==> config.mk <==
export PLATFORM = sky130hd
export DESIGN_NAME = mm_uart_arbiter
export DESIGN_NICKNAME = d
export VERILOG_FILES = /design/src/rtl/mm_uart_arb_pkg.sv /design/src/rtl/rr_select.sv /design/src/rtl/mm_uart_arbiter.sv
export SDC_FILE = /design/constraint.sdc
export NUM_CORES = 1
export LEC_CHECK = 0
export CAP_MARGIN = 40
export CORE_AREA = 10 10 156 158
export CTS_CLUSTER_SIZE = 28
export DETAILED_ROUTE_END_ITERATION = 7
export DIE_AREA = 0 0 166 168
export PLACE_DENSITY_LB_ADDON = 0.05
export SLEW_MARGIN = 20
export SYNTH_ARGS = -nofsm -noshare
export SYNTH_HDL_FRONTEND = slang
export SYNTH_SLANG_ARGS = --single-unit
==> constraint.sdc <==
create_clock -name clock -period 4.35 [get_ports clock]
set_input_delay 0.87 -clock clock [delete_from_list [all_inputs] [get_ports clock]]
set_output_delay 0.87 -clock clock [all_outputs]
set_load 0.01 [all_outputs]
==> src/rtl/mm_uart_arb_pkg.sv <==
// Shared types and sizing helpers for the UART port arbiter.
package mm_uart_arb_pkg;

    typedef enum logic {
        ST_IDLE    = 1'b0,
        ST_RD_RESP = 1'b1
    } arb_state_t;

    // Ceiling log2; returns 0 for inputs of 0 or 1.
    function automatic int unsigned log2_ceil(input int unsigned v);
        int unsigned r;
        r = 0;
        for (int unsigned i = 0; i < 32; i++) begin
            if ((64'd1 << i) < 64'(v)) r = i + 1;
        end
        return r;
    endfunction

    // Index width that never collapses to zero bits.
    function automatic int unsigned idx_width(input int unsigned v);
        return (v < 2) ? 1 : log2_ceil(v);
    endfunction

endpackage

==> src/rtl/rr_select.sv <==
// Combinational round-robin picker: first set request at or after the pointer.
module rr_select #(
    parameter int unsigned N = 4,
    parameter int unsigned W = 2
) (
    input  logic [N-1:0] i_req,
    input  logic [W-1:0] i_ptr,
    output logic [N-1:0] o_grant,
    output logic [W-1:0] o_idx,
    output logic         o_valid
);

    always_comb begin : sel
        int unsigned c;
        c       = 0;
        o_grant = '0;
        o_idx   = '0;
        o_valid = 1'b0;
        for (int unsigned k = 0; k < N; k++) begin
            c = (32'(i_ptr) + k) % N;
            if (!o_valid && i_req[W'(c)]) begin
                o_valid          = 1'b1;
                o_grant[W'(c)]   = 1'b1;
                o_idx            = W'(c);
            end
        end
    end

endmodule

==> src/rtl/mm_uart_arbiter.sv <==
// Round-robin arbiter sharing the UART memory-mapped port between requesters,
// with optional ownership lock and idle-timeout release.
module mm_uart_arbiter
    import mm_uart_arb_pkg::*;
#(
    parameter int unsigned NUM_REQ      = 4,
    parameter int unsigned DATA_WIDTH   = 32,
    parameter int unsigned ADDR_WIDTH   = 32,
    parameter int unsigned LOCK_TIMEOUT = 64
) (
    input  logic                               clock,
    input  logic                               reset,
    input  logic [NUM_REQ-1:0]                 req_read,
    input  logic [NUM_REQ-1:0]                 req_write,
    input  logic [NUM_REQ-1:0]                 req_lock,
    input  logic [NUM_REQ*(DATA_WIDTH/8)-1:0]  req_byte_en,
    input  logic [NUM_REQ*ADDR_WIDTH-1:0]      req_address,
    input  logic [NUM_REQ*DATA_WIDTH-1:0]      req_write_data,
    output logic [NUM_REQ-1:0]                 req_ready,
    output logic [NUM_REQ-1:0]                 req_read_valid,
    output logic [DATA_WIDTH-1:0]              req_read_data,
    output logic                               readEnable,
    output logic                               writeEnable,
    output logic [DATA_WIDTH/8-1:0]            writeByteEnable,
    output logic [ADDR_WIDTH-1:0]              address,
    output logic [DATA_WIDTH-1:0]              writeData,
    input  logic [DATA_WIDTH-1:0]              readData
);

    localparam int unsigned BE_W  = DATA_WIDTH / 8;
    localparam int unsigned PTR_W = idx_width(NUM_REQ);
    localparam int unsigned CNT_W = idx_width(LOCK_TIMEOUT + 1);

    arb_state_t         r_state, w_state_nxt;
    logic [PTR_W-1:0]   r_ptr, w_ptr_nxt;
    logic               r_locked, w_locked_nxt;
    logic [PTR_W-1:0]   r_owner, w_owner_nxt;
    logic [CNT_W-1:0]   r_cnt, w_cnt_nxt;
    logic [PTR_W-1:0]   r_rd_owner, w_rd_owner_nxt;

    logic [NUM_REQ-1:0] w_active;
    logic [NUM_REQ-1:0] w_owner_onehot;
    logic               w_owner_active;
    logic               w_owner_lock;
    logic               w_lock_hold;
    logic [NUM_REQ-1:0] w_eligible;
    logic [NUM_REQ-1:0] w_grant;
    logic [PTR_W-1:0]   w_gidx;
    logic               w_gvalid;
    logic               w_gwrite;
    logic               w_glock;

    logic [ADDR_WIDTH-1:0] w_addr  [NUM_REQ];
    logic [DATA_WIDTH-1:0] w_wdata [NUM_REQ];
    logic [BE_W-1:0]       w_be    [NUM_REQ];

    for (genvar g = 0; g < NUM_REQ; g++) begin : g_unpack
        assign w_addr[g]  = req_address[g*ADDR_WIDTH +: ADDR_WIDTH];
        assign w_wdata[g] = req_write_data[g*DATA_WIDTH +: DATA_WIDTH];
        assign w_be[g]    = req_byte_en[g*BE_W +: BE_W];
    end

    function automatic logic [PTR_W-1:0] ptr_inc(input logic [PTR_W-1:0] idx);
        return (idx == PTR_W'(NUM_REQ - 1)) ? '0 : idx + PTR_W'(1);
    endfunction

    // Lock persists while the owner keeps req_lock high or is issuing its final access.
    assign w_active       = req_read | req_write;
    assign w_owner_onehot = NUM_REQ'(1) << r_owner;
    assign w_owner_active = |(w_active & w_owner_onehot);
    assign w_owner_lock   = |(req_lock & w_owner_onehot);
    assign w_lock_hold    = r_locked && (w_owner_lock || w_owner_active);
    assign w_eligible     = (reset && (r_state == ST_IDLE))
                          ? (w_lock_hold ? (w_active & w_owner_onehot) : w_active)
                          : '0;

    rr_select #(
        .N (NUM_REQ),
        .W (PTR_W)
    ) u_rr_select (
        .i_req   (w_eligible),
        .i_ptr   (r_ptr),
        .o_grant (w_grant),
        .o_idx   (w_gidx),
        .o_valid (w_gvalid)
    );

    assign w_gwrite = |(req_write & w_grant);
    assign w_glock  = |(req_lock & w_grant);

    // UART strobes and requester handshakes follow the grant / response state directly.
    always_comb begin
        req_ready       = w_grant;
        writeEnable     = w_gvalid && w_gwrite;
        readEnable      = w_gvalid && !w_gwrite;
        address         = w_gvalid ? w_addr[w_gidx]  : '0;
        writeData       = w_gvalid ? w_wdata[w_gidx] : '0;
        writeByteEnable = w_gvalid ? w_be[w_gidx]    : '0;
        req_read_valid  = '0;
        req_read_data   = '0;
        if (reset && (r_state == ST_RD_RESP)) begin
            req_read_valid[r_rd_owner] = 1'b1;
            req_read_data              = readData;
        end
    end

    always_comb begin
        w_state_nxt    = r_state;
        w_ptr_nxt      = r_ptr;
        w_locked_nxt   = r_locked;
        w_owner_nxt    = r_owner;
        w_cnt_nxt      = r_cnt;
        w_rd_owner_nxt = r_rd_owner;
        case (r_state)
            ST_IDLE: begin
                if (r_locked) begin
                    if (!w_lock_hold) begin
                        w_locked_nxt = 1'b0;
                        w_cnt_nxt    = '0;
                        w_ptr_nxt    = ptr_inc(r_owner);
                    end else if (!w_owner_active) begin
                        if (r_cnt == CNT_W'(LOCK_TIMEOUT - 1)) begin
                            w_locked_nxt = 1'b0;
                            w_cnt_nxt    = '0;
                            w_ptr_nxt    = ptr_inc(r_owner);
                        end else begin
                            w_cnt_nxt = r_cnt + CNT_W'(1);
                        end
                    end
                end
                // A grant overrides any release bookkeeping from above.
                if (w_gvalid) begin
                    if (w_glock) begin
                        w_locked_nxt = 1'b1;
                        w_owner_nxt  = w_gidx;
                        w_cnt_nxt    = '0;
                    end else begin
                        w_ptr_nxt = ptr_inc(w_gidx);
                        if (r_locked && (w_gidx == r_owner)) begin
                            w_locked_nxt = 1'b0;
                            w_cnt_nxt    = '0;
                        end
                    end
                    if (!w_gwrite) begin
                        w_state_nxt    = ST_RD_RESP;
                        w_rd_owner_nxt = w_gidx;
                    end
                end
            end
            ST_RD_RESP: w_state_nxt = ST_IDLE;
            default:    w_state_nxt = ST_IDLE;
        endcase
    end

    always_ff @(posedge clock or negedge reset) begin
        if (!reset) begin
            r_state    <= ST_IDLE;
            r_ptr      <= '0;
            r_locked   <= 1'b0;
            r_owner    <= '0;
            r_cnt      <= '0;
            r_rd_owner <= '0;
        end else begin
            r_state    <= w_state_nxt;
            r_ptr      <= w_ptr_nxt;
            r_locked   <= w_locked_nxt;
            r_owner    <= w_owner_nxt;
            r_cnt      <= w_cnt_nxt;
            r_rd_owner <= w_rd_owner_nxt;
        end
    end

endmodule
==> metrics.csv <==
metric,value,unit
Top Ports,428,
clock sink count,15,
most frequent CP cell,buf_12,
die area,27900,µm²
minimum clock period,4.42,ns
CTS tree,yes,
"Data required, critical path",3.48,ns
max cap viols,0,
compound-gate portion of the synthesized area,35.2,%
violated checks,negative setup slack,
CP Class,input pin to output pin,
Antenna Nets Post-Route,0,
Mapped Cells,591,
simple-gate share of the synthesized area,27.4,%
Worst-Skew Late Latency,0.25,ns
r2r setup slk,0.25,ns
share of the synthesized area in the top cell type,23.6,%
unrepaired setup endpoints after global routing,true,
Setup crit end kind,output pin,
Final Hold Viols,0,
Comb pwr share,96.6,%
"Avg Cell Area, Syn",7.38,µm²
crit start category,input pin,
slowest stage cell on the critical path,or4_4,
"commonest non-fill, non-tap cells in the layout","clkdlybuf4s50_1, buf_4, a211oi_2",
worst hold path class,flop to flop,
PwrDens,1170,nW/µm²
crit path from,reset,
Slowest Stage Delay on Critical Path,0.52,ns
clock share of power,1.4,%
sequential share of the synthesized area,8.60,%
grt met2 use,40.8,%
clk root buf,clkbuf_16,
area of the multi-input gates,4890,µm²
HPWL Detailed,26900,µm
routed length per instance,23.8,µm
gr usage total,22.0,%
die width,166,µm
cell accounting for the most synthesized area,a211oi_1,
pre-CTS WS,-0.947,ns
status,"finished, violations left",
async set or reset register ratio after synthesis,100,%
area growth from synthesis to layout,164,%
Initial DRT Pass Iterations,4,
FF/Latch Area,377,µm²
clock buffer count from CTS,3,
Reg2Reg Depth,21,
Core Box Area,21400,µm²
routed vias/inst,4.94,
VDD IR-drop max,0.546,mV
mux contribution to synthesized area,17.2,%
final wirelength,33300,µm
Net Switching,6420,µW
Final Skew,0.00810,ns
max_slew headroom,66.8,%
Max Fanout on Critical Path,8,
Synth Area in Adders,3.73,%
"Slew Viols, Final",0,
"most common cell after layout, fill and taps aside",clkdlybuf4s50_1,
fin crit share,102,%
CTS Hold Bufs,0,
GR peak layer,met2,
first-pass GRT wire length,48000,µm
grt total ovfl,0,
xor/xnor share of the synthesized area,0.602,%
worst r2r dst,r_cnt[3],
setup TNS,-0.701,ns
DP Area,9960,µm²
die height,168,µm
worst setup path endpoint,address[5],
Worst-Margin Slew,0.497,ns
CTS H-tree lvls,1,
Synth area leaders,"a211oi_1, mux2i_1, nor2b_1",
routability cong.,0.845,
Syn Nets,922,
Starting DRT DRC Count,348,
initial core utilization,20.4,%
Pint,7010,µW
largest family of logic cells by synthesized area,compound AO/OA/AOI/OAI gates,
"Cell Area, Synth",4360,µm²
Switching Fraction,47.8,%
# fillers,2031,
Top delay family on crit path,simple AND/OR/NAND/NOR gates,
initial antenna violation count,17,
"FF+latch count, synth",15,
"Buf+Inv Stages, Crit Path",6,
vias in the first global route,7327,
Rows,54,
fin util,53.8,%
leakage power,0.00482,µW
largest net degree at the start of global routing,50,
Crit path arrival time,3.55,ns
ys flop type,dfrtp_1,
Clock Pin Slew Worst Setup and Hold Paths,0.06,ns
Max Root-Sink Buffers,2,
vias post-DR,6910,
crit path cell chain,buf_8 > nand2b_4 > or4_4 > and3_4 > a22o_4 > a21o_1 > mux2i_4 > buf_12 > buf_8 > buf_12 > buf_12 > nor2b_1 > a211oi_1 > a211oi_1 > buf_4,
Reg power frac,2.0,%
Post-synth EDFFs,0,
Layout Nets,1443,
Finished Cell Area,11500,µm²
final setup slack of the worst path,-0.0720,ns
library cells used by synthesis,56,
Synth Warn #,0,
Final setup viols,27,
r2r startpoint,r_owner[0],
fraction of layout cells with a size suffix above 1,42.3,%
met3 Use GR,8.59,%
met1 Resource Use GR,23.2,%
Residual DRC,0,
PortBufs,427,
fmax,226,MHz
CP Depth,15,
[layout make-up]
class	count	share of cell area, %
timing repair buffer	578	49.9
multi-input combinational	502	42.5
sequential	15	3.27
tap	280	3.04
clock buffer	3	0.652
inverter	12	0.391
antenna	9	0.196
clock inverter	1	0.0435
[what timing repair did]
action / in CTS / in global routing
setup buffers: 22 / 14
cloned: 17 / 1
setup endpoints to repair: 74 / 74
gates resized for setup: 551 / 106
pin swaps: 88 / 78
[metal layers]
layer / vias to the layer above / routed length [µm]
li1: 3360 / -
met1: 3276 / 12200
met2: 213 / 17600
met3: 43 / 2890
met4: 18 / 515
met5: - / 122
[flip-flops by register name, summed over array words and instances, names as in the netlist]
register,flops
r_cnt,7
r_locked,1
r_owner,2
r_ptr,2
r_rd_owner,2
r_state,1
[worst min path at each step]
| stage | from | endpoint | slack (ns) | depth (start not counted) |
|---|---|---|---|---|
| 6_report | r_cnt[6] | r_cnt[6] | 0.49 | 2 |
| 4_1_cts | r_cnt[6] | r_cnt[6] | 0.49 | 2 |
| 3_3_place_gp | r_cnt[6] | r_cnt[6] | 0.49 | 2 |
| 5_1_grt | r_cnt[6] | r_cnt[6] | 0.52 | 2 |
| 2_1_floorplan | r_cnt[6] | r_cnt[6] | 0.47 | 2 |
| 3_5_place_dp | r_cnt[6] | r_cnt[6] | 0.49 | 2 |
[cell families (layout without fill, tap and decap cells)]
logic type	Yosys count	in the layout
buffers and inverters	74	594
muxes	75	75
and+or+nand+nor	205	205
adders and majority gates	13	13
other	0	9
DFF	15	15
AOI/OAI and AO/OA	206	206
xor gates and xnor gates	3	3
[tightest hold or removal path, cell delays in order (launching register included)]
cell and delay, ns:
dfrtp_1 0.35, inv_1 0.06, a21oi_1 0.04
[power groups by stage]
stage	registers [µW]	logic, µW	clock network (µW)
floorplan	257	5200	0
global placement	269	10000	0
detailed placement	270	10000	0
CTS	272	12600	189
global route	284	13800	196
finish	272	13000	186
[synthesized netlist by cell type (3+ instances only)]
master     instances
and2_1             4
nand4_1            7
buf_2              8
nand2_1           20
buf_4              7
mux2i_1           74
nor2b_1           72
o21ai_0           14
a22oi_1            7
o211ai_1          10
nor4_1             4
a2111oi_0          3
nor2_1            18
nand3_1           12
or2_2              4
or3_1              6
and3_1            33
a211oi_1         137
a21o_1             4
dfrtp_1           15
inv_1             11
ha_1              13
a21oi_1            8
nor3_1            11
a31oi_1            4
clkbuf_1          47
[per-stage QoR]
stage / std cells / hold WS, ns / power, µW
final: 1400 / 0.492 / 13400
after global routing: 1394 / 0.520 / 14300
after CTS: 1383 / 0.495 / 13100
after detailed placement: 1342 / 0.487 / 10300
after global placement: 1342 / 0.486 / 10300
after floorplan: 591 / 0.472 / 5450
(Power assumes the default switching activity.)
